File: src/rtl/fade_pkg.sv
// Purpose: shared types and constants for the fade PWM modulator slice.
// Latency: n/a (declarations only).
// Backpressure: n/a.
// Contents: FADE_LEVEL_W default width, FSM state enum, PHASE_MAX (last phase index).
package fade_pkg;

  localparam int FADE_LEVEL_W = 8;

  // Last phase index of a PWM period for a given level width (period = 2**w-1 ticks).
  function automatic int fade_phase_max(input int w);
    return (2 ** w) - 2;
  endfunction

  localparam int PHASE_MAX = fade_phase_max(FADE_LEVEL_W);

  typedef enum logic [1:0] {
    IDLE  = 2'd0,
    LOAD  = 2'd1,
    RUN   = 2'd2,
    DRAIN = 2'd3
  } fade_state_e;

endpackage

File: src/rtl/fade_gamma_curve.sv
// Purpose: square-law level->duty map, duty(L) = (L*L + 2**W-1) >> W.
// Latency: combinational, zero cycles.
// Backpressure: none; pure function of i_level.
// Ports:
//   i_level  in   LEVEL_W  requested brightness
//   o_duty   out  LEVEL_W  perceptual duty; duty(0)=0, duty(max)=max, monotonic
module fade_gamma_curve #(
  parameter int LEVEL_W = 8
) (
  input  logic [LEVEL_W-1:0] i_level,
  output logic [LEVEL_W-1:0] o_duty
);

  logic [2*LEVEL_W-1:0] w_sq;
  logic [2*LEVEL_W-1:0] w_sum;

  assign w_sq  = {{LEVEL_W{1'b0}}, i_level} * {{LEVEL_W{1'b0}}, i_level};
  // The rounding term lifts every nonzero level to at least 1 and maps max to max;
  // the sum never exceeds 2**(2W) - 2**W, so it cannot overflow the product width.
  assign w_sum = w_sq + {{LEVEL_W{1'b0}}, {LEVEL_W{1'b1}}};
  assign o_duty = LEVEL_W'(w_sum >> LEVEL_W);

endmodule

File: src/rtl/fade_pwm_modulator.sv
// Purpose: turns fade_level/direction into a glitch-free PWM with period-boundary duty latch.
// Latency: pwm_out valid one cycle after LOAD; pulses/duty are registered (1 cycle).
// Backpressure: none; en low lets the current period finish before returning to IDLE.
// Optional feature: FADE_PWM_GAMMA_EN selects the square-law duty curve (default linear).
// Ports:
//   i_clk, i_rst      clock, synchronous active-high reset
//   i_en              run request (level)
//   i_fade_level      requested brightness
//   i_direction       fade direction (0 brightening, 1 dimming)
//   o_pwm_out         registered PWM output
//   o_period_start    one-cycle pulse when a new duty is latched
//   o_duty_applied    duty currently in force
//   o_peak_pulse      one-cycle pulse on direction 0->1
//   o_trough_pulse    one-cycle pulse on direction 1->0
//   o_busy            high whenever the FSM is not IDLE
module fade_pwm_modulator
  import fade_pkg::*;
#(
  parameter int LEVEL_W  = FADE_LEVEL_W,
  parameter int PRESCALE = 4
) (
  input  logic               i_clk,
  input  logic               i_rst,
  input  logic               i_en,
  input  logic [LEVEL_W-1:0] i_fade_level,
  input  logic               i_direction,
  output logic               o_pwm_out,
  output logic               o_period_start,
  output logic [LEVEL_W-1:0] o_duty_applied,
  output logic               o_peak_pulse,
  output logic               o_trough_pulse,
  output logic               o_busy
);

  localparam int PS_W = (PRESCALE > 1) ? $clog2(PRESCALE) : 1;
  // The package constant already covers the default width.
  localparam int PHASE_LAST_I = (LEVEL_W == FADE_LEVEL_W) ? PHASE_MAX : fade_phase_max(LEVEL_W);
  localparam logic [LEVEL_W-1:0] PHASE_LAST = LEVEL_W'(PHASE_LAST_I);
  localparam logic [PS_W-1:0]    PS_LAST    = PS_W'(PRESCALE - 1);

  fade_state_e        r_state;
  fade_state_e        w_state_nxt;
  logic [PS_W-1:0]    r_prescaler;
  logic [LEVEL_W-1:0] r_phase;
  logic [LEVEL_W-1:0] r_duty;
  logic               r_pwm;
  logic               r_period_start;
  logic               r_dir_d;
  logic               r_peak;
  logic               r_trough;

  logic               w_tick;
  logic               w_active;
  logic               w_period_end;
  logic [LEVEL_W-1:0] w_duty;

`ifdef FADE_PWM_GAMMA_EN
  fade_gamma_curve #(
    .LEVEL_W (LEVEL_W)
  ) u_gamma (
    .i_level (i_fade_level),
    .o_duty  (w_duty)
  );
`else
  assign w_duty = i_fade_level;
`endif

  assign w_tick       = (r_prescaler == PS_LAST);
  assign w_active     = (r_state == RUN) || (r_state == DRAIN);
  assign w_period_end = w_active && w_tick && (r_phase == PHASE_LAST);

  // ---------------------------------------------------------------- state register
  always_ff @(posedge i_clk) begin
    if (i_rst) begin
      r_state <= IDLE;
    end else begin
      r_state <= w_state_nxt;
    end
  end

  // ---------------------------------------------------------------- next state
  always_comb begin
    w_state_nxt = r_state;
    case (r_state)
      IDLE:    if (i_en) w_state_nxt = LOAD;
      LOAD:    w_state_nxt = RUN;
      RUN:     if (!i_en) w_state_nxt = DRAIN;
      // Re-asserting en cancels the drain; otherwise stop at the period boundary.
      DRAIN: begin
        if (i_en) begin
          w_state_nxt = RUN;
        end else if (w_period_end) begin
          w_state_nxt = IDLE;
        end
      end
      default: w_state_nxt = IDLE;
    endcase
  end

  // ---------------------------------------------------------------- state outputs
  always_comb begin
    o_busy = 1'b0;
    if (r_state != IDLE) begin
      o_busy = 1'b1;
    end
  end

  // ---------------------------------------------------------------- datapath
  always_ff @(posedge i_clk) begin
    if (i_rst) begin
      r_prescaler    <= '0;
      r_phase        <= '0;
      r_duty         <= '0;
      r_pwm          <= 1'b0;
      r_period_start <= 1'b0;
      r_dir_d        <= 1'b0;
      r_peak         <= 1'b0;
      r_trough       <= 1'b0;
    end else begin
      // Direction edge detect runs regardless of en or state.
      r_dir_d  <= i_direction;
      r_peak   <= i_direction & ~r_dir_d;
      r_trough <= ~i_direction & r_dir_d;

      r_period_start <= 1'b0;
      // Compare against the duty in force for the whole period; max duty exceeds
      // every phase, so the output never dips across a wrap.
      r_pwm <= w_active && (r_phase < r_duty);

      case (r_state)
        LOAD: begin
          r_duty         <= w_duty;
          r_phase        <= '0;
          r_prescaler    <= '0;
          r_period_start <= 1'b1;
        end
        RUN, DRAIN: begin
          if (w_tick) begin
            r_prescaler <= '0;
            if (r_phase == PHASE_LAST) begin
              r_phase <= '0;
              // Only latch a new duty when another period will actually run.
              if (w_state_nxt != IDLE) begin
                r_duty         <= w_duty;
                r_period_start <= 1'b1;
              end
            end else begin
              r_phase <= r_phase + LEVEL_W'(1);
            end
          end else begin
            r_prescaler <= r_prescaler + PS_W'(1);
          end
        end
        default: begin
          r_prescaler <= '0;
          r_phase     <= '0;
        end
      endcase
    end
  end

  assign o_pwm_out      = r_pwm;
  assign o_period_start = r_period_start;
  assign o_duty_applied = r_duty;
  assign o_peak_pulse   = r_peak;
  assign o_trough_pulse = r_trough;

endmodule

File: config.mk
export PLATFORM = sky130hd
export DESIGN_NAME = fade_pwm_modulator
export DESIGN_NICKNAME = d
export VERILOG_FILES = /design/src/rtl/fade_pkg.sv /design/src/rtl/fade_gamma_curve.sv /design/src/rtl/fade_pwm_modulator.sv
export SDC_FILE = /design/constraint.sdc
export NUM_CORES = 1
export LEC_CHECK = 0
export CAP_MARGIN = 15
export CORE_ASPECT_RATIO = 1.1
export CORE_UTILIZATION = 48
export CTS_BUF_LIST = sky130_fd_sc_hd__clkbuf_4
export CTS_CLUSTER_SIZE = 28
export DETAILED_ROUTE_END_ITERATION = 10
export GPL_ROUTABILITY_DRIVEN = 0
export GPL_TIMING_DRIVEN = 0
export PLACE_DENSITY_LB_ADDON = 0.05
export SLEW_MARGIN = 20
export SYNTH_ARGS = -nofsm -noshare
export SYNTH_HDL_FRONTEND = slang
export SYNTH_SLANG_ARGS = --single-unit
File: constraint.sdc
create_clock -name i_clk -period 1.48 [get_ports i_clk]
set_clock_uncertainty 0.05 [all_clocks]
set_input_delay 0.37 -clock i_clk [delete_from_list [all_inputs] [get_ports i_clk]]
set_output_delay 0.37 -clock i_clk [all_outputs]
set_load 0.02 [all_outputs]
==> metrics.cfg <==
[placed_design]
hpwl_um=2374
dp.cells=210
port_buffers=24

[cells_and_area]
area_growth_syn_to_layout_pct=31.56
diodes=0
layout-drive-gt1-share=0.2620
layout.nets=210
finalNonFillerCells=218
layout_common_cells=nand3_1, nand2_1, dfxtp_1

[timing]
rsz0062_at_grt=yes
tightest_slew_ns=0.3797
max_slew_margin=0.7468
timing.final.crit_share=0.9812
fin_setup_tns_ns=0
final-hold-violation-count=0
fmax_mhz=688.6
finalSetupViolCount=0
drv_slew=0
period_needed_ns=1.452

[clock_network]
clkTransAtPathRegs_ns=0.15
cts_tree=built
h-tree-depth=1
cts_buffers=3
clock_sinks=25
cts_hold_buffers=0
clk_latency_ns=0.32
cts_max_path_buffers=2
cts_root_buffer=clkbuf_4

[logic_synthesis]
ys_top_cells_by_area=dfxtp_1, ha_1, nand3_1
synth_top_area_frac=0.3670
synth_cell_type_count=43
synthFlopType=dfxtp_1
syn_area_per_cell_um2=8.799
synthArstFlopShare=0
yosysWarnings=0
synth_edf_count=0
syn_inst=155
synth_fp_nets=177
syn_area_um2=1364
yosysSeqAreaShare=0.3670
yosys.area.top_type=dfxtp_1
ys_seq_elements=25

[worst_setup_path]
cp.arrival_ns=1.03
r2r-start=o_duty_applied[1]
crit_end=o_busy
crit_type=reg2out
r2r_cells=5
end_kind=output port
rr_endpoint=o_pwm_out
worst-path-max-fanout=7
crit_required_ns=1.06
r2r_slack_ns=0.03
critPathLaunch=r_state[0]
cp-start-kind=flop

[floorplanning]
fp.dieW_um=52.82
io_pins=25
start_util=0.5263
dieArea_um2=3059
rows=19
die_height_um=57.91
core_area_um2=2591

[global_routing]
grt_overflow=0
grt_pass1_wl_um=5575
grt_use_total=0.2429
antenna_found_initial=0
grt_max_degree=15
first_global_vias=1307

[power_and_ir_drop]
combPwrFrac=0.199
clkPwrFrac=0.242
internal_power_uw=924.9
cellPowerDensity_nw_per_um2=729.3
swShare=0.2932
sequentialPowerShare=0.559
p_leak_uw=0.0006492
ir_drop_mv=0.6420
p_switching_uw=383.7

[detailed_routing]
vias=1315
first_pass_iters=4
avgRoutedWirePerCell_um=15.56
via_per_inst=6.032
routed_wl_um=3393
postRouteAntennaNets=0
drc=0
drtIter0Drc=65

[run]
maxCapViolations=0

[status]
status=finished clean

[worst_hold_path]
hold_class=reg2reg

## cell type report
| class | instances | area [um2] |
|---|---|---|
| buffer | 6 | 51.30 |
| clock inverter | 1 | 5.005 |
| fill | 224 | 797.0 |
| sequential | 25 | 524.3 |
| tap | 31 | 38.79 |
| clock buffer | 3 | 22.52 |
| inverter | 11 | 41.29 |
| timing repair buffer | 31 | 285.3 |
| multi-input combinational | 110 | 825.8 |
## worst min path at each step
stage          startpoint             end  slack [ns]  cells past startpoint
2_1_floorplan     r_dir_d    o_peak_pulse        0.33                      1
3_3_place_gp      r_dir_d    o_peak_pulse        0.35                      1
3_5_place_dp      r_dir_d    o_peak_pulse        0.37                      1
4_1_cts           r_dir_d    o_peak_pulse        0.39                      1
5_1_grt             i_rst  o_trough_pulse        0.40                      2
6_report          r_dir_d    o_peak_pulse        0.38                      1
## flip-flops by register name, summed over array words and instances, names as in the netlist
register and flops:
r_state 2, r_dir_d 1, o_duty_applied 8, r_phase 8
r_prescaler 2, o_peak_pulse 1, o_period_start 1, o_trough_pulse 1
o_pwm_out 1
## through the flow
step	setup WS (ns)	instance area [um2]	hold WS, ns	util	power [uW]
floorplan	-0.002564	1379	0.3335	-	880.6
global placement	-0.3493	1658	0.3508	0.6398	986.6
detailed placement	-0.4079	1658	0.3669	0.6398	997.3
CTS	-0.1208	1730	0.3862	0.6678	1295
global route	-0.01202	1794	0.4044	0.6924	1364
finish	0.02777	1794	0.3808	0.6924	1309
## synth_stat cells (2+ instances only)
cell	count
nor2b_1	4
and3_1	2
nor3_1	4
nor2_1	5
nand4_1	2
buf_2	3
o221ai_1	7
a22oi_1	8
dfxtp_1	25
nand2b_1	2
nand3b_1	3
ha_1	10
nand3_1	14
nand2_1	14
o31ai_1	2
a21oi_1	10
o21ai_0	4
inv_1	11
## critical path, stage by stage (launching register included)
cell	delay, ns
dfxtp_4	0.40
nor2_4	0.14
inv_2	0.05
buf_6	0.12
## kinds of logic after synthesis
| group | synth area share |
|---|---|
| AO/OA/AOI/OAI | 0.2330 |
| adder cells (fa/ha/maj) | 0.09174 |
| buffers and inverters | 0.07706 |
| flip-flops | 0.3670 |
| multiplexers | 0.007340 |
| AND/OR/NAND/NOR | 0.2239 |
## layer usage
layer / part of all wire / global-route usage / vias up
met5: 0 / 0 / -
met4: 0.013 / 0.1015 / 0
met3: 0.050 / 0.03150 / 6
met2: 0.51 / 0.4213 / 44
met1: 0.43 / 0.2962 / 626
li1: - / - / 639
## power groups by stage
stage / combinational (uW) / sequential [uW] / clock [uW]
4_1_cts: 258 / 716 / 321
2_1_floorplan: 124 / 756 / 0
6_report: 260 / 731 / 317
5_1_grt: 282 / 737 / 345
3_5_place_dp: 262 / 736 / 0
3_3_place_gp: 253 / 734 / 0
## timing repair
action,in CTS,in global routing
cloned,1,0
buffers inserted,4,2
pin swaps,3,2
gates resized for setup,32,27
endpoints found under the setup margin,29,22
Note: power is estimated with default switching activity, not from simulation.
